`config.mk`:
```
export PLATFORM = sky130hd
export DESIGN_NAME = uart_txrx
export DESIGN_NICKNAME = d
export VERILOG_FILES = /design/src/rtl/uart_txrx.sv
export SDC_FILE = /design/constraint.sdc
export NUM_CORES = 1
export LEC_CHECK = 0
export BUFFER_PORTS_ARGS = -buffer_cell sky130_fd_sc_hd__buf_4
export CORE_MARGIN = 10
export CORE_UTILIZATION = 50
export CTS_BUF_LIST = sky130_fd_sc_hd__clkbuf_4
export DETAILED_ROUTE_END_ITERATION = 16
export PLACE_DENSITY_LB_ADDON = 0.25
export SLEW_MARGIN = 20
export SYNTH_ARGS = -nofsm -noshare
export SYNTH_HDL_FRONTEND = slang
export SYNTH_SLANG_ARGS = --single-unit
```
`constraint.sdc`:
```
create_clock -name CP -period 1.85 [get_ports CP]
set_input_delay 0.0925 -clock CP [delete_from_list [all_inputs] [get_ports CP]]
set_output_delay 0.0925 -clock CP [all_outputs]
set_load 0.02 [all_outputs]
```
`src/rtl/uart_txrx.sv`:
```
// Full-duplex UART: independent TX and RX FSMs on one clock, with a two-flop rxd synchroniser.
// Define UART_TXRX_PARITY_EN to add an even-parity bit after the data bits in both directions.
module uart_txrx #(
  parameter int DATA_BITS    = 8,
  parameter int CLKS_PER_BIT = 16,
  parameter int STOP_BITS    = 1
) (
  input  logic                 CP,
  input  logic                 RST,
  input  logic                 tx_en,
  input  logic [DATA_BITS-1:0] tx_data,
  output logic                 tx_busy,
  output logic                 tx_done,
  output logic                 txd,
  input  logic                 rxd,
  output logic [DATA_BITS-1:0] rx_data,
  output logic                 rx_valid,
  output logic                 rx_frame_err,
  output logic                 rx_parity_err
);

  // state | meaning
  // IDLE  | waiting for tx_en / falling edge on line
  // START | start bit (RX: half-bit to centre sample)
  // DATA  | payload bits, LSB first
  // PARITY| even parity bit (parity build only)
  // STOP  | stop bit(s); RX samples the first only
  // DONE  | RX: report result one cycle after stop sample
  // WAIT_HIGH | RX: line held low after bad stop (break)

  localparam int TX_CNT_W = $clog2(STOP_BITS * CLKS_PER_BIT);
  localparam int RX_CNT_W = $clog2(CLKS_PER_BIT);
  localparam int BIT_W    = $clog2(DATA_BITS);

  localparam logic [TX_CNT_W-1:0] TX_BIT_LAST  = TX_CNT_W'(CLKS_PER_BIT - 1);
  localparam logic [TX_CNT_W-1:0] TX_STOP_LAST = TX_CNT_W'(STOP_BITS * CLKS_PER_BIT - 1);
  localparam logic [RX_CNT_W-1:0] RX_BIT_LAST  = RX_CNT_W'(CLKS_PER_BIT - 1);
  localparam logic [RX_CNT_W-1:0] RX_HALF_LAST = RX_CNT_W'(CLKS_PER_BIT / 2 - 2);
  localparam logic [BIT_W-1:0]    LAST_BIT     = BIT_W'(DATA_BITS - 1);

  localparam logic [2:0] TX_IDLE  = 3'd0;
  localparam logic [2:0] TX_START = 3'd1;
  localparam logic [2:0] TX_DATA  = 3'd2;
  localparam logic [2:0] TX_STOP  = 3'd4;

  localparam logic [2:0] RX_IDLE      = 3'd0;
  localparam logic [2:0] RX_START     = 3'd1;
  localparam logic [2:0] RX_DATA      = 3'd2;
  localparam logic [2:0] RX_STOP      = 3'd4;
  localparam logic [2:0] RX_DONE      = 3'd5;
  localparam logic [2:0] RX_WAIT_HIGH = 3'd6;

`ifdef UART_TXRX_PARITY_EN
  localparam logic [2:0] TX_PARITY = 3'd3;
  localparam logic [2:0] RX_PARITY = 3'd3;
`endif

  logic [2:0]           r_tx_state;
  logic [TX_CNT_W-1:0]  r_tx_cnt;
  logic [BIT_W-1:0]     r_tx_bit;
  logic [DATA_BITS-1:0] r_tx_shift;
  logic                 r_txd;
  logic                 r_tx_busy;
  logic                 r_tx_done;
`ifdef UART_TXRX_PARITY_EN
  logic                 r_tx_par;
`endif

  always_ff @(posedge CP or posedge RST) begin
    if (RST) begin
      r_tx_state <= TX_IDLE;
      r_tx_cnt   <= '0;
      r_tx_bit   <= '0;
      r_tx_shift <= '0;
      r_txd      <= 1'b1;
      r_tx_busy  <= 1'b0;
      r_tx_done  <= 1'b0;
`ifdef UART_TXRX_PARITY_EN
      r_tx_par   <= 1'b0;
`endif
    end else begin
      r_tx_done <= 1'b0;
      case (r_tx_state)
        TX_IDLE: begin
          if (tx_en) begin
            r_tx_shift <= tx_data;
`ifdef UART_TXRX_PARITY_EN
            r_tx_par   <= ^tx_data;
`endif
            r_txd      <= 1'b0;
            r_tx_busy  <= 1'b1;
            r_tx_cnt   <= TX_BIT_LAST;
            r_tx_state <= TX_START;
          end
        end
        TX_START: begin
          if (r_tx_cnt == '0) begin
            r_txd      <= r_tx_shift[0];
            r_tx_bit   <= '0;
            r_tx_cnt   <= TX_BIT_LAST;
            r_tx_state <= TX_DATA;
          end else begin
            r_tx_cnt <= r_tx_cnt - 1'b1;
          end
        end
        TX_DATA: begin
          if (r_tx_cnt == '0) begin
            if (r_tx_bit == LAST_BIT) begin
`ifdef UART_TXRX_PARITY_EN
              r_txd      <= r_tx_par;
              r_tx_cnt   <= TX_BIT_LAST;
              r_tx_state <= TX_PARITY;
`else
              r_txd      <= 1'b1;
              r_tx_cnt   <= TX_STOP_LAST;
              r_tx_state <= TX_STOP;
`endif
            end else begin
              r_tx_shift <= r_tx_shift >> 1;
              r_txd      <= r_tx_shift[1];
              r_tx_bit   <= r_tx_bit + 1'b1;
              r_tx_cnt   <= TX_BIT_LAST;
            end
          end else begin
            r_tx_cnt <= r_tx_cnt - 1'b1;
          end
        end
`ifdef UART_TXRX_PARITY_EN
        TX_PARITY: begin
          if (r_tx_cnt == '0) begin
            r_txd      <= 1'b1;
            r_tx_cnt   <= TX_STOP_LAST;
            r_tx_state <= TX_STOP;
          end else begin
            r_tx_cnt <= r_tx_cnt - 1'b1;
          end
        end
`endif
        TX_STOP: begin
          if (r_tx_cnt == '0) begin
            r_tx_done  <= 1'b1;
            r_tx_busy  <= 1'b0;
            r_tx_state <= TX_IDLE;
          end else begin
            r_tx_cnt <= r_tx_cnt - 1'b1;
          end
        end
        default: begin
          r_txd      <= 1'b1;
          r_tx_busy  <= 1'b0;
          r_tx_state <= TX_IDLE;
        end
      endcase
    end
  end

  assign txd     = r_txd;
  assign tx_busy = r_tx_busy;
  assign tx_done = r_tx_done;

  logic                 r_rx_s1;
  logic                 r_rx_s2;
  logic                 r_rx_prev;
  logic [2:0]           r_rx_state;
  logic [RX_CNT_W-1:0]  r_rx_cnt;
  logic [BIT_W-1:0]     r_rx_bit;
  logic [DATA_BITS-1:0] r_rx_shift;
  logic                 r_rx_stop;
  logic [DATA_BITS-1:0] r_rx_data;
  logic                 r_rx_valid;
  logic                 r_rx_ferr;
  logic                 w_rx_fall;
`ifdef UART_TXRX_PARITY_EN
  logic                 r_rx_par_bad;
  logic                 r_rx_perr;
`endif

  assign w_rx_fall = r_rx_prev & ~r_rx_s2;

  // Synchroniser and edge-detect history reset to the idle (high) line level.
  always_ff @(posedge CP or posedge RST) begin
    if (RST) begin
      r_rx_s1   <= 1'b1;
      r_rx_s2   <= 1'b1;
      r_rx_prev <= 1'b1;
    end else begin
      r_rx_s1   <= rxd;
      r_rx_s2   <= r_rx_s1;
      r_rx_prev <= r_rx_s2;
    end
  end

  always_ff @(posedge CP or posedge RST) begin
    if (RST) begin
      r_rx_state   <= RX_IDLE;
      r_rx_cnt     <= '0;
      r_rx_bit     <= '0;
      r_rx_shift   <= '0;
      r_rx_stop    <= 1'b1;
      r_rx_data    <= '0;
      r_rx_valid   <= 1'b0;
      r_rx_ferr    <= 1'b0;
`ifdef UART_TXRX_PARITY_EN
      r_rx_par_bad <= 1'b0;
      r_rx_perr    <= 1'b0;
`endif
    end else begin
      r_rx_valid <= 1'b0;
      r_rx_ferr  <= 1'b0;
`ifdef UART_TXRX_PARITY_EN
      r_rx_perr  <= 1'b0;
`endif
      case (r_rx_state)
        RX_IDLE: begin
          if (w_rx_fall) begin
            r_rx_cnt   <= RX_HALF_LAST;
            r_rx_state <= RX_START;
`ifdef UART_TXRX_PARITY_EN
            r_rx_par_bad <= 1'b0;
`endif
          end
        end
        RX_START: begin
          if (r_rx_cnt == '0) begin
            if (r_rx_s2) begin
              r_rx_state <= RX_IDLE;
            end else begin
              r_rx_bit   <= '0;
              r_rx_cnt   <= RX_BIT_LAST;
              r_rx_state <= RX_DATA;
            end
          end else begin
            r_rx_cnt <= r_rx_cnt - 1'b1;
          end
        end
        RX_DATA: begin
          if (r_rx_cnt == '0) begin
            r_rx_shift <= {r_rx_s2, r_rx_shift[DATA_BITS-1:1]};
            r_rx_cnt   <= RX_BIT_LAST;
            if (r_rx_bit == LAST_BIT) begin
`ifdef UART_TXRX_PARITY_EN
              r_rx_state <= RX_PARITY;
`else
              r_rx_state <= RX_STOP;
`endif
            end else begin
              r_rx_bit <= r_rx_bit + 1'b1;
            end
          end else begin
            r_rx_cnt <= r_rx_cnt - 1'b1;
          end
        end
`ifdef UART_TXRX_PARITY_EN
        RX_PARITY: begin
          if (r_rx_cnt == '0) begin
            r_rx_par_bad <= r_rx_s2 ^ (^r_rx_shift);
            r_rx_cnt     <= RX_BIT_LAST;
            r_rx_state   <= RX_STOP;
          end else begin
            r_rx_cnt <= r_rx_cnt - 1'b1;
          end
        end
`endif
        RX_STOP: begin
          if (r_rx_cnt == '0) begin
            r_rx_stop  <= r_rx_s2;
            r_rx_state <= RX_DONE;
          end else begin
            r_rx_cnt <= r_rx_cnt - 1'b1;
          end
        end
        RX_DONE: begin
          if (!r_rx_stop) begin
            r_rx_ferr  <= 1'b1;
            r_rx_state <= RX_WAIT_HIGH;
`ifdef UART_TXRX_PARITY_EN
          end else if (r_rx_par_bad) begin
            r_rx_perr  <= 1'b1;
            r_rx_state <= RX_IDLE;
`endif
          end else begin
            r_rx_data  <= r_rx_shift;
            r_rx_valid <= 1'b1;
            r_rx_state <= RX_IDLE;
          end
        end
        RX_WAIT_HIGH: begin
          if (r_rx_s2) r_rx_state <= RX_IDLE;
        end
        default: r_rx_state <= RX_IDLE;
      endcase
    end
  end

  assign rx_data      = r_rx_data;
  assign rx_valid     = r_rx_valid;
  assign rx_frame_err = r_rx_ferr;
`ifdef UART_TXRX_PARITY_EN
  assign rx_parity_err = r_rx_perr;
`else
  assign rx_parity_err = 1'b0;
`endif

endmodule

```
### Yosys cells after proc, flatten, opt, wreduce, memory -nomap -nowiden

Cells that the tools add are included.
W data, S select, Z words.

* bits in registers: 53
* word-level logic and storage cells: 126
* input bits: 12
* output and inout bits: 14

* eq/ne operators: 27
* add/sub/neg operators: 4
* bitwise logic cells: 4
* reductions and logical operators: 22
* mux-type cells: 51

Operators by type and width (count)
* $mux W3: 18
* $mux W4: 8
* $ne A2 B2 Y1 const B: 16
* $mux W8: 3
* $eq A3 B3 Y1 const B: 6
* $pmux W3 S6: 1
* $pmux W4 S4: 1
* $pmux W8 S2: 1
* $reduce_and A4 Y1: 4
* $mux W1: 12
* $pmux W3 S2: 2
* $pmux W3 S4: 1
* $pmux W4 S3: 1
* $reduce_and A5 Y1: 2
* $logic_not A4 Y1: 2
* $sub A4 B1 Y4 const B: 2
* $add A3 B1 Y3 const B: 2
* $eq A3 B1 Y1 const B: 2
* $eq A3 B2 Y1 const B: 2
* $logic_not A3 Y1: 2
* $reduce_and A2 Y1: 3
* $reduce_and A3 Y1: 2
* $reduce_and A6 Y1: 1
* $reduce_bool A2 Y1: 3
* 9 further kinds: 11

### Logic depth before layout (Yosys ltp)

Gate-level depths: netlist of the first run.

* word-level depth: 4
* mapped depth: 8
* mapped depth without buffers: 6

### Worst setup path before layout of the first run

Ideal clock, no wire load.

* path type: register -> register
* start point: register r_tx_cnt[0]
* end point: register r_tx_bit[0]
* slack: 0.119 ns
* stages on the path, launching flop included: 8
* arrival time: 1.606 ns
* cells stage by stage: dfrtp_1 inv_1 ha_1 or3b_1 buf_2 nor2_1 o21ai_1 mux2_2

* word-level cells in the longest chain between the ends: 3

Ends and longest elaborated chain
* start, declared: RTL line 59 `logic [TX_CNT_W-1:0] r_tx_cnt;`
* start signal, assigned: RTL line 103 `r_tx_cnt <= r_tx_cnt - 1'b1;`
* start signal, assigned: RTL line 125 `r_tx_cnt <= r_tx_cnt - 1'b1;`
* start signal, assigned: RTL line 145 `r_tx_cnt <= r_tx_cnt - 1'b1;`
* $logic_not A4 Y1 (*): RTL line 97, 107
* $ne A2 B2 Y1 (no line)
* $reduce_and A4 Y1 (no line) (*)
* end signal, assigned: RTL line 121 `r_tx_bit <= r_tx_bit + 1'b1;`
* end, declared: RTL line 60 `logic [BIT_W-1:0] r_tx_bit;`

Every way passes the cells marked *; elsewhere a longest branch is shown, timed or not.
A chain may end at the register's enable or synchronous reset.

### Worst setup path after layout of the first run

* start point: register r_tx_cnt[0]
* end point: register r_tx_shift[6]

* word-level cells in the longest chain between the ends: 3

Ends and longest elaborated chain
* $logic_not A4 Y1: RTL line 107 `if (r_tx_cnt == '0) begin`
* $ne A2 B2 Y1 (no line)
* $reduce_and A4 Y1 (no line)
* end signal, assigned: RTL line 86 `r_tx_shift <= tx_data;`
* end signal, assigned: RTL line 119 `r_tx_shift <= r_tx_shift >> 1;`
* end, declared: RTL line 61 `logic [DATA_BITS-1:0] r_tx_shift;`

Every way passes these cells.

==> impl_metrics.sql, run 1 <==
INSERT INTO impl_metrics (metric_group, metric, value, unit) VALUES
('floorplanning', 'die_area', '8530', 'sq um'),
('yosys', 'synth_area_per_cell', '11.3', 'sq um'),
('detailed_routing', 'drt_pre_antenna_iters', '4', ''),
('sta', 'postLayoutSetupSlackWorst', '0.0675', 'ns'),
('critical_path', 'critPathRequiredTime', '2.16', 'ns'),
('critical_path', 'critPathLaunch', 'r_tx_cnt[0]$_DFFE_PP0P_', ''),
('power_and_ir_drop', 'switching_share', '36.0', '%'),
('final_layout', 'final.fill_count', '434', ''),
('yosys', 'syn_area', '2620', 'sq um'),
('critical_path', 'critical_path_class', 'flop to flop', ''),
('global_routing', 'grt_pass1_vias', '1813', ''),
('yosys', 'postSynthRegisterBits', '53', ''),
('final_layout', 'fin_cells', '348', ''),
('yosys', 'sequential_to_total_area_share_from_yosys_stat', '50.9', '%'),
('floorplanning', 'start_util', '51.2', '%'),
('power_and_ir_drop', 'p_total', '3.47', 'mW'),
('detailed_routing', 'avgRoutedWirePerCell', '14.1', 'um'),
('floorplanning', 'chipHeight', '92.4', 'um'),
('clocking', 'cts.root.buffer_cell', 'sky130_fd_sc_hd__clkbuf_4', ''),
('detailed_routing', 'num_vias', '1862', ''),
('clocking', 'clockBufferDepth', '2', ''),
('floorplanning', 'die_width', '92.4', 'um'),
('power_and_ir_drop', 'power.ir.vdd_worst', '0.592', 'mV'),
('global_routing', 'pin_count_of_the_biggest_net_entering_global_routing', '54', ''),
('sta', 'setup_repair_after_global_routing_missed_its_margin', 'true', ''),
('final_layout', 'register_area', '1330', 'sq um'),
('status', 'outcome', 'complete, no violations', ''),
('yosys', 'ys_top_cells_by_count', '48 x sky130_fd_sc_hd__dfrtp_1, 23 x sky130_fd_sc_hd__mux2_2, 15 x sky130_fd_sc_hd__a21oi_1', ''),
('critical_path', 'path_max_fanout', '5', ''),
('global_routing', 'gr-usage-all-layers', '11.8', '%'),
('yosys', 'netlist_top_cells_area', 'sky130_fd_sc_hd__dfrtp_1 46%, sky130_fd_sc_hd__mux2_2 9.9%, sky130_fd_sc_hd__dfstp_2 5.0%', ''),
('critical_path', 'timing.critical_path.arrival', '2.09', 'ns'),
('yosys', 'synth.distinct_cells', '52', ''),
('critical_path', 'critPathLaunchType', 'flop', ''),
('place', 'portBuffers', '24', ''),
('hold_path', 'class_of_the_worst_hold_path', 'input port to flop', ''),
('yosys', 'synthFlopType', 'sky130_fd_sc_hd__dfrtp_1', ''),
('clocking', 'worstSkewPairLatency', '0.38', 'ns'),
('detailed_routing', 'postRouteWirelength', '4900', 'um'),
('yosys', 'synth.net_count', '250', ''),
('power_and_ir_drop', 'power.static_leakage', '1.52', 'nW'),
('sta', 'final.setup_skew', '0.0132', 'ns'),
('place', 'dp.final_hpwl', '3430', 'um'),
('power_and_ir_drop', 'p_per_cell_area', '1110', 'nW/um^2'),
('power_and_ir_drop', 'share_of_total_power_in_sequential_cells', '47.3', '%'),
('hold_path', 'min_delay_path_depth', '3', ''),
('sta', 'period_share', '96.4', '%'),
('run', 'cap_violations', '0', ''),
('power_and_ir_drop', 'power.switching', '1.25', 'mW'),
('critical_path', 'timing.reg2reg.worst_path_depth', '7', ''),
('place', 'numPlacedInstances', '330', ''),
('detailed_routing', 'drt.antenna.violating_nets', '0', ''),
('yosys', 'yosys_warns', '0', ''),
('yosys', 'synth_enable_flop_cells', '0', ''),
('critical_path', 'critical_path.endpoint_type', 'flop', ''),
('clocking', 'tritoncts_clock_tree', 'yes', ''),
('power_and_ir_drop', 'p_comb_share', '37.1', '%'),
('sta', 'clock.fmax', '561', 'MHz'),
('detailed_routing', 'drt-initial-drc-count', '94', ''),
('final_layout', 'layout-drive-gt1-share', '35.3', '%'),
('detailed_routing', 'drc', '0', ''),
('global_routing', 'grt_pass1_wl', '8420', 'um'),
('global_routing', 'grt.overflow.total', '0', ''),
('sta', 'setup_viol_count_final', '0', ''),
('final_layout', 'multi_input_comb_area', '1180', 'sq um'),
('clocking', 'cts.clk_slew.worst_paths', '0.16', 'ns'),
('yosys', 'synthArstFlopShare', '100', '%'),
('clocking', 'cts.sink_count', '53', ''),
('power_and_ir_drop', 'p_int', '2.22', 'mW'),
('final_layout', 'diodes', '0', ''),
('yosys', 'yosysMostFrequentCell', 'sky130_fd_sc_hd__dfrtp_1', '');
-- power groups by stage --
stage / combinational (mW) / sequential (mW) / clock [mW]
floorplan: 0.943 / 1.58 / 0
global placement: 1.17 / 1.64 / 0
detailed placement: 1.20 / 1.65 / 0
CTS: 1.22 / 1.63 / 0.559
global route: 1.45 / 1.67 / 0.612
finish: 1.29 / 1.64 / 0.543
-- layout by cell type, fill, tap and decap left out, types with 5 or more instances in the layout --
cell type / instances
sky130_fd_sc_hd__clkbuf_4: 5
sky130_fd_sc_hd__inv_1: 9
sky130_fd_sc_hd__buf_4: 43
sky130_fd_sc_hd__o21ai_0: 6
sky130_fd_sc_hd__nor2_1: 13
sky130_fd_sc_hd__dfstp_2: 5
sky130_fd_sc_hd__dfrtp_1: 48
sky130_fd_sc_hd__nor3_1: 6
sky130_fd_sc_hd__a31oi_1: 9
sky130_fd_sc_hd__nand2_1: 8
sky130_fd_sc_hd__mux2_2: 23
sky130_fd_sc_hd__a21oi_1: 15
sky130_fd_sc_hd__mux2i_1: 8
-- cell type report --
type	instances	area share [%]
Clock buffer	5	1.20
Clock inverter	3	0.798
Inverter	12	1.44
Multi-Input combinational cell	155	37.7
Sequential cell	53	42.5
Tap cell	70	2.79
Timing Repair Buffer	50	13.6
-- final timing paths --
kind | to | slack (ns)
min in group asynchronous | rx_data[5]$_DFFE_PP0P_ | 0.31
worst min register to register | r_rx_s2$_DFF_PP1_ | 0.38
max in group asynchronous | txd$_DFFE_PP1P_ | 1.25
worst max-delay path | r_tx_shift[6]$_DFFE_PP0P_ | 0.07
worst min-delay path | r_tx_shift[4]$_DFFE_PP0P_ | 0.03
worst max register to register | r_tx_shift[6]$_DFFE_PP0P_ | 0.07
-- worst max-delay path: stages (launching register included) --
cell	delay, ns
sky130_fd_sc_hd__dfrtp_1	0.43
sky130_fd_sc_hd__inv_2	0.07
sky130_fd_sc_hd__ha_2	0.17
sky130_fd_sc_hd__or3b_4	0.43
sky130_fd_sc_hd__o21ai_4	0.26
sky130_fd_sc_hd__buf_4	0.16
sky130_fd_sc_hd__a21oi_1	0.05
sky130_fd_sc_hd__a31oi_1	0.15
-- flip-flops by register name, indices dropped and copies added (netlist names) --
| register | count |
|---|---|
| rx_data | 8 |
| r_rx_cnt | 4 |
| r_rx_state | 3 |
| r_rx_s1 | 1 |
| r_rx_stop | 1 |
| r_tx_bit | 3 |
| txd | 1 |
| rx_frame_err | 1 |
| tx_busy | 1 |
| r_rx_shift | 8 |
| r_rx_s2 | 1 |
| r_tx_cnt | 4 |
| r_tx_state | 3 |
| r_tx_shift | 8 |
| tx_done | 1 |
| r_rx_bit | 3 |
| r_rx_prev | 1 |
| rx_valid | 1 |
-- per-layer routing --
metal  wire [um]  up-vias  global-route usage, %
li1            -      926                      -
met1        2380      911                   15.9
met2        2300       21                   18.1
met3         155        4                   3.15
met4          59        0                   3.47
met5           0        -                      0
-- cell families (layout without fill, tap and decap cells) --
group                      after synthesis  after routing  share of synthesized area [%]
muxes                                   31             31                           13.0
other                                    1              1                          0.143
DFF                                     53             53                           50.9
buffers and inverters                   24             70                           4.92
adders and majority gates                6              6                           2.87
and+or+nand+nor                         56             56                           12.3
AOI/OAI and AO/OA                       58             58                           14.9
xor gates and xnor gates                 3              3                           1.00
-- metrics by stage --
stage / hold WS, ns / instance area [sq um] / utilization (%) / setup TNS [ns]
2_1_floorplan: 0.0970 / 2620 / - / 0
3_3_place_gp: 0.168 / 2950 / 57.7 / 0
3_5_place_dp: 0.170 / 2950 / 57.7 / 0
4_1_cts: 0.0200 / 3050 / 59.8 / 0
5_1_grt: 0.0339 / 3140 / 61.4 / -0.0626
6_report: 0.0282 / 3140 / 61.4 / 0
-- timing repair --
| action | CTS | global route |
|---|---|---|
| endpoints found under the hold margin | 53 | 0 |
| hold buffers | 4 | 0 |
| cloned | 0 | 1 |
| pin swaps | 0 | 1 |
| endpoints found under the setup margin | 4 | 17 |
| buffers inserted | 0 | 5 |
| gates resized for setup | 1 | 8 |
Power figures use the tool's default switching activity.
==> run 2, diff against run 1 <==
--- a/config.mk
+++ b/config.mk
@@ -8,3 +8,2 @@
 export BUFFER_PORTS_ARGS = -buffer_cell sky130_fd_sc_hd__buf_4
-export CORE_MARGIN = 10
 export CORE_UTILIZATION = 50
==> constraint.sdc (replaced) <==
create_clock -name CP -period 1.85 [get_ports CP]
set_input_delay 0.37 -clock CP [delete_from_list [all_inputs] [get_ports CP]]
set_output_delay 0.37 -clock CP [all_outputs]
set_load 0.02 [all_outputs]
==> run 2 against run 1 <==
Against the previous run:
- cell area is 2.6% lower
- clock skew is 0.0034 ns higher
- cell count is 3.2% lower
- count of clock-buffer cells in the layout stayed put
==> impl_metrics.sql, run 2 (synthesized netlist as in run 1, its figures left out) <==
INSERT INTO impl_metrics (metric_group, metric, value, unit) VALUES
('final_layout', 'finalCoreUtilization', '62.6', '%'),
('power_and_ir_drop', 'p_per_cell_area', '1130', 'nW/um^2'),
('clocking', 'cts.clk_slew.worst_paths', '0.17', 'ns'),
('detailed_routing', 'drt-initial-drc-count', '83', ''),
('detailed_routing', 'vias_per_cell', '5.60', ''),
('hold_path', 'min_delay_path_depth', '1', ''),
('clocking', 'cts.sink_count', '53', ''),
('clocking', 'cts.root.buffer_cell', 'sky130_fd_sc_hd__clkbuf_4', ''),
('global_routing', 'grt.overflow.total', '0', ''),
('clocking', 'clock_tree.htree_level_count', '2', ''),
('floorplanning', 'die_width', '74.4', 'um'),
('sta', 'setup_viol_count_final', '0', ''),
('detailed_routing', 'drt.antenna.violating_nets', '0', ''),
('detailed_routing', 'postRouteWirelength', '4750', 'um'),
('critical_path', 'timing.reg2reg.worst_path_depth', '6', ''),
('final_layout', 'layout-drive-gt1-share', '34.4', '%'),
('power_and_ir_drop', 'power.static_leakage', '1.48', 'nW'),
('floorplanning', 'floorplan.rows', '25', ''),
('global_routing', 'gr-usage-all-layers', '19.0', '%'),
('critical_path', 'critPathLaunchType', 'flop', ''),
('clocking', 'tritoncts_clock_tree', 'yes', ''),
('place', 'placedInstanceArea', '2940', 'sq um'),
('final_layout', 'fin_cells', '337', ''),
('place', 'gp_congestion', '0.838', ''),
('final_layout', 'stdcell_area', '3060', 'sq um'),
('floorplanning', 'chipHeight', '74.4', 'um'),
('critical_path', 'timing.critical_path.slowest_cell_delay', '0.43', 'ns'),
('power_and_ir_drop', 'power.ir.vdd_worst', '0.730', 'mV'),
('final_layout', 'layout.cells.most_common', 'sky130_fd_sc_hd__dfrtp_1', ''),
('sta', 'hold_viol_final', '0', ''),
('critical_path', 'critical_path.cell_chain', 'inv_2 -> ha_1 -> or3b_4 -> nor2_1 -> o21ai_1 -> mux2_2', ''),
('place', 'numPlacedInstances', '326', ''),
('critical_path', 'startpoint_of_the_lowest_slack_register_to_register_path', 'r_tx_cnt[1]$_DFFE_PP0P_', ''),
('critical_path', 'path_max_fanout', '6', ''),
('critical_path', 'critPathRequiredTime', '2.14', 'ns'),
('final_layout', 'diodes', '0', ''),
('detailed_routing', 'num_vias', '1887', ''),
('sta', 'final-max-slew-violation-count', '0', ''),
('floorplanning', 'start_util', '53.6', '%'),
('hold_path', 'class_of_the_worst_hold_path', 'input port to flop', ''),
('sta', 'post-route-min-period', '1.77', 'ns'),
('global_routing', 'pin_count_of_the_biggest_net_entering_global_routing', '54', ''),
('sta', 'final_worst_hold_slack', '0.0737', 'ns'),
('global_routing', 'grt_pass1_vias', '1793', ''),
('final_layout', 'finish.net_count', '287', ''),
('critical_path', 'critical_path_class', 'flop to flop', ''),
('status', 'outcome', 'complete, no violations', ''),
('final_layout', 'layout.cells.most_common_list', '48 x sky130_fd_sc_hd__dfrtp_1, 39 x sky130_fd_sc_hd__buf_4, 23 x sky130_fd_sc_hd__mux2_2', ''),
('detailed_routing', 'drt_pre_antenna_iters', '4', ''),
('sta', 'postLayoutSetupSlackWorst', '0.0846', 'ns'),
('critical_path', 'worst_r2r_endpoint', 'r_tx_bit[1]$_DFFE_PP0P_', ''),
('sta', 'clock.fmax', '566', 'MHz'),
('critical_path', 'setup.reg_to_reg.worst_slack', '0.08', 'ns'),
('place', 'dp.final_hpwl', '3330', 'um'),
('critical_path', 'timing.critical_path.slowest_stage_cell', 'sky130_fd_sc_hd__dfrtp_1', ''),
('critical_path', 'critical_path.endpoint_type', 'flop', ''),
('detailed_routing', 'avgRoutedWirePerCell', '14.1', 'um'),
('place', 'post-place-ws', '0.0237', 'ns'),
('clocking', 'clockBufferDepth', '2', ''),
('hold_path', 'timing.hold.worst_endpoint', 'r_rx_s1$_DFF_PP1_', ''),
('critical_path', 'timing.critical_path.arrival', '2.05', 'ns'),
('clocking', 'worstSkewPairLatency', '0.39', 'ns'),
('place', 'portBuffers', '24', ''),
('floorplanning', 'floorplan.core_area', '4880', 'sq um'),
('sta', 'period_share', '95.4', '%'),
('floorplanning', 'top_level_ports', '26', ''),
('clocking', 'tritoncts.num_buffers', '5', ''),
('hold_path', 'worstHoldStart', 'rxd', ''),
('detailed_routing', 'drc', '0', ''),
('global_routing', 'grt_pass1_wl', '8020', 'um'),
('final_layout', 'flow.area_growth_from_synthesis', '16.7', '%'),
('global_routing', 'antenna_found_initial', '0', ''),
('floorplanning', 'die_area', '5530', 'sq um'),
('sta', 'setup_repair_after_global_routing_missed_its_margin', 'true', ''),
('run', 'cap_violations', '0', ''),
('sta', 'final.setup_skew', '0.0166', 'ns'),
('final_layout', 'final.fill_count', '431', '');
-- run 2: repair_timing --
action                                  4_1_cts  5_1_grt
buffers inserted                              0        2
endpoints found under the hold margin        10        0
endpoints found under the setup margin        1       16
hold buffers                                  1        0
gates resized for setup                       1        8
-- run 2: critical path: cells and delay by family (launching register included) --
| family | cells | cell delay, ns |
|---|---|---|
| buffers and inverters | 1 | 0.08 |
| and+or+nand+nor | 2 | 0.57 |
| muxes | 1 | 0.29 |
| DFF | 1 | 0.43 |
| AOI/OAI and AO/OA | 1 | 0.14 |
| adders and majority gates | 1 | 0.15 |
-- run 2: how the worst max path moves through the flow --
stage / start / end / slack [ns] / cells past startpoint
detailed placement: r_tx_cnt[1]$_DFFE_PP0P_ / r_tx_bit[1]$_DFFE_PP0P_ / 0.02 / 6
CTS: r_rx_cnt[1]$_DFFE_PP0P_ / r_rx_cnt[3]$_DFFE_PP0P_ / 0.02 / 7
floorplan: r_tx_cnt[0]$_DFFE_PP0P_ / r_tx_bit[0]$_DFFE_PP0P_ / 0.12 / 7
finish: r_tx_cnt[1]$_DFFE_PP0P_ / r_tx_bit[1]$_DFFE_PP0P_ / 0.08 / 6
global placement: r_tx_cnt[1]$_DFFE_PP0P_ / r_tx_bit[0]$_DFFE_PP0P_ / 0.08 / 6
global route: r_rx_cnt[0]$_DFFE_PP0P_ / r_rx_cnt[3]$_DFFE_PP0P_ / -0.008 / 6
-- run 2: report_power, final --
group	internal, mW	switching, mW	total (mW)
Sequential	1.40	0.238	1.64
Combinational	0.644	0.628	1.27
Clock	0.159	0.392	0.550
Total	2.20	1.26	3.46
-- run 2: routing by layer --
metal	up-vias	share of wire, %	GRT usage [%]	routed length, um
met1	927	46	26.0	2200
met2	38	49	30.2	2340
met3	6	2.8	4.07	133
met5	-	0	0	0
met4	0	1.5	6.92	69
li1	916	-	-	-
-- run 2: cell type report --
class | instances | area, sq um | area share [%]
Tap cell | 67 | 83.8 | 2.74
Inverter | 12 | 45.0 | 1.47
Multi-Input combinational cell | 155 | 1190 | 38.9
Timing Repair Buffer | 42 | 343 | 11.2
Sequential cell | 53 | 1330 | 43.6
Clock buffer | 5 | 37.5 | 1.23
Clock inverter | 3 | 25.0 | 0.819
-- run 2: stage by stage --
step / power, mW / setup TNS (ns)
after CTS: 3.41 / 0
final: 3.46 / 0
after floorplan: 2.52 / 0
after global routing: 3.71 / -0.00908
after detailed placement: 2.85 / 0
after global placement: 2.81 / 0
==> run 3, diff against run 2 <==
CORE_MARGIN = 10   (was unset)
==> run 3 against run 2 <==
Against the previous run:
- sequential power hardly changed
- clock power is 7.1% higher
- cell area is 1.1% higher
- sequential cell count stayed put
- die area is 54% higher
- fmax is 2.6% lower
- non-clock buffer count is 3 higher
- worst hold slack worse by 0.014 ns
- critical path depth is 1 higher
- clock skew is 0.011 ns lower
- register-to-register slack worse by 0.05 ns
- critical path type unchanged
- largest power group unchanged
- highest routed layer unchanged
==> impl_metrics.sql, run 3 (synthesized netlist as in run 1, its figures left out) <==
INSERT INTO impl_metrics (metric_group, metric, value, unit) VALUES
('status', 'outcome', 'complete, no violations', ''),
('floorplanning', 'chipHeight', '92.4', 'um'),
('final_layout', 'final.fill_count', '442', ''),
('final_layout', 'stdcell_area', '3090', 'sq um'),
('detailed_routing', 'drt-initial-drc-count', '97', ''),
('final_layout', 'flow.area_growth_from_synthesis', '18.0', '%'),
('global_routing', 'antenna_found_initial', '0', ''),
('detailed_routing', 'vias_per_cell', '5.34', ''),
('final_layout', 'finish.net_count', '290', ''),
('clocking', 'cts.sink_count', '53', ''),
('clocking', 'clockBufferDepth', '2', ''),
('critical_path', 'critPathLaunchType', 'flop', ''),
('power_and_ir_drop', 'p_per_cell_area', '1120', 'nW/um^2'),
('power_and_ir_drop', 'power.static_leakage', '1.53', 'nW'),
('hold_path', 'class_of_the_worst_hold_path', 'input port to flop', ''),
('final_layout', 'layout-drive-gt1-share', '33.3', '%'),
('detailed_routing', 'routedLengthMet1', '2370', 'um'),
('run', 'cap_violations', '0', ''),
('floorplanning', 'top_level_ports', '26', ''),
('sta', 'setup_repair_after_global_routing_missed_its_margin', 'true', ''),
('floorplanning', 'floorplan.rows', '26', ''),
('floorplanning', 'start_util', '51.2', '%'),
('detailed_routing', 'drt.antenna.violating_nets', '0', ''),
('sta', 'setup_viol_count_final', '0', ''),
('detailed_routing', 'met2_wirelength', '2170', 'um'),
('place', 'gp_congestion', '0.771', ''),
('clocking', 'clock_tree.htree_level_count', '2', ''),
('detailed_routing', 'met3RoutedLength', '191', 'um'),
('clocking', 'tritoncts.num_buffers', '5', ''),
('clocking', 'worstSkewPairLatency', '0.39', 'ns'),
('global_routing', 'grt_pass1_wl', '8160', 'um'),
('final_layout', 'layout.cells.most_common', 'sky130_fd_sc_hd__dfrtp_1', ''),
('critical_path', 'timing.reg2reg.worst_path_depth', '7', ''),
('detailed_routing', 'drc', '0', ''),
('sta', 'post-route-min-period', '1.81', 'ns'),
('final_layout', 'layout.cells.most_common_list', '48 x sky130_fd_sc_hd__dfrtp_1, 41 x sky130_fd_sc_hd__buf_4, 23 x sky130_fd_sc_hd__mux2_2', ''),
('hold_path', 'min_delay_path_depth', '1', ''),
('sta', 'final.setup_skew', '0.00611', 'ns'),
('critical_path', 'critical_path.endpoint_type', 'flop', ''),
('hold_path', 'timing.hold.worst_endpoint', 'r_rx_s1$_DFF_PP1_', ''),
('critical_path', 'worst_r2r_endpoint', 'r_tx_shift[7]$_DFFE_PP0P_', ''),
('place', 'numPlacedInstances', '330', ''),
('critical_path', 'startpoint_of_the_lowest_slack_register_to_register_path', 'r_tx_cnt[1]$_DFFE_PP0P_', ''),
('hold_path', 'worstHoldStart', 'rxd', ''),
('detailed_routing', 'num_vias', '1830', ''),
('clocking', 'tritoncts_clock_tree', 'yes', ''),
('detailed_routing', 'avgRoutedWirePerCell', '14.0', 'um'),
('detailed_routing', 'postRouteWirelength', '4820', 'um'),
('floorplanning', 'die_area', '8530', 'sq um'),
('critical_path', 'critPathRequiredTime', '2.15', 'ns'),
('place', 'placedInstanceArea', '2950', 'sq um'),
('clocking', 'cts.clk_slew.worst_paths', '0.17', 'ns'),
('power_and_ir_drop', 'power.ir.vdd_worst', '0.755', 'mV'),
('clocking', 'cts.root.buffer_cell', 'sky130_fd_sc_hd__clkbuf_4', ''),
('global_routing', 'gr-usage-all-layers', '11.4', '%'),
('critical_path', 'critical_path_class', 'flop to flop', ''),
('final_layout', 'register_area', '1330', 'sq um'),
('place', 'portBuffers', '24', ''),
('sta', 'hold_viol_final', '0', ''),
('global_routing', 'grt.overflow.total', '0', ''),
('place', 'dp.final_hpwl', '3370', 'um'),
('sta', 'finalSetupTns', '0', 'ns'),
('sta', 'period_share', '98.0', '%'),
('final_layout', 'fin_cells', '343', ''),
('critical_path', 'path_max_fanout', '6', ''),
('critical_path', 'timing.critical_path.arrival', '2.11', 'ns'),
('critical_path', 'setup.reg_to_reg.worst_slack', '0.04', 'ns'),
('floorplanning', 'floorplan.core_area', '5110', 'sq um'),
('detailed_routing', 'highest-signal-layer', 'met4', ''),
('floorplanning', 'die_width', '92.4', 'um'),
('final_layout', 'multi_input_comb_area', '1170', 'sq um'),
('sta', 'postLayoutSetupSlackWorst', '0.0379', 'ns'),
('sta', 'clock.fmax', '552', 'MHz'),
('final_layout', 'diodes', '0', ''),
('global_routing', 'grt_pass1_vias', '1770', ''),
('detailed_routing', 'drt_pre_antenna_iters', '4', ''),
('sta', 'final-max-slew-violation-count', '0', ''),
('global_routing', 'pin_count_of_the_biggest_net_entering_global_routing', '54', ''),
('place', 'post-place-ws', '0.0403', 'ns');
==> run 3: cell count changes in the layout (fill, tap and decap cells not counted), sizes merged <==
cell      before  now
buf           41   43
clkinvlp       1    0
inv           14   15
clkbuf         5    6
==> run 3: where the power goes <==
part	switching (mW)	internal [mW]	leakage (nW)
clock	0.421	0.169	0.0381
combinational	0.623	0.632	0.819
sequential	0.215	1.40	0.669
total	1.26	2.20	1.53
==> run 3: metal layers <==
| metal | GRT usage (%) | vias up |
|---|---|---|
| li1 | - | 921 |
| met1 | 14.9 | 875 |
| met2 | 17.4 | 27 |
| met3 | 3.07 | 7 |
| met4 | 5.01 | 0 |
| met5 | 0 | - |
==> run 3: timing repair <==
action	CTS	global route
hold endpoints to repair	2	0
resized for setup	0	6
hold buffers	1	0
setup buffers	0	3
setup endpoints to repair	0	19
==> run 3: cell type report <==
type | instances | share of cell area, %
Timing Repair Buffer | 45 | 12.4
Clock inverter | 3 | 0.932
Sequential cell | 53 | 43.1
Inverter | 12 | 1.46
Multi-Input combinational cell | 155 | 38.0
Tap cell | 70 | 2.84
Clock buffer | 5 | 1.22
==> run 3: worst max path at each step <==
stage | start | end | slack [ns] | depth (start not counted)
after CTS | r_tx_cnt[1]$_DFFE_PP0P_ | r_tx_bit[0]$_DFFE_PP0P_ | 0.01 | 6
after detailed placement | r_tx_cnt[1]$_DFFE_PP0P_ | r_tx_bit[0]$_DFFE_PP0P_ | 0.04 | 6
after global placement | r_tx_cnt[1]$_DFFE_PP0P_ | r_tx_bit[0]$_DFFE_PP0P_ | 0.07 | 6
final | r_tx_cnt[1]$_DFFE_PP0P_ | r_tx_shift[7]$_DFFE_PP0P_ | 0.04 | 7
after floorplan | r_tx_cnt[0]$_DFFE_PP0P_ | r_tx_bit[0]$_DFFE_PP0P_ | 0.12 | 7
after global routing | r_tx_cnt[1]$_DFFE_PP0P_ | r_tx_shift[7]$_DFFE_PP0P_ | -0.03 | 7
==> run 3: worst max-delay path, stage by stage (launching register included) <==
cell and delay (ns):
sky130_fd_sc_hd__dfrtp_1 0.41, sky130_fd_sc_hd__inv_1 0.09, sky130_fd_sc_hd__ha_1 0.16, sky130_fd_sc_hd__or3b_4 0.44
sky130_fd_sc_hd__o21ai_4 0.24, sky130_fd_sc_hd__buf_4 0.16, sky130_fd_sc_hd__nand2_1 0.05, sky130_fd_sc_hd__a22o_1 0.18
==> run 3: per-stage QoR <==
stage                     power [mW]  hold slack (ns)  util (%)
after floorplan                 2.52            0.345         -
after detailed placement        2.85            0.354      57.7
after CTS                       3.44           0.0473      59.2
final                           3.46           0.0595      60.5
after global routing            3.72           0.0202      60.5
after global placement          2.83            0.347      57.7
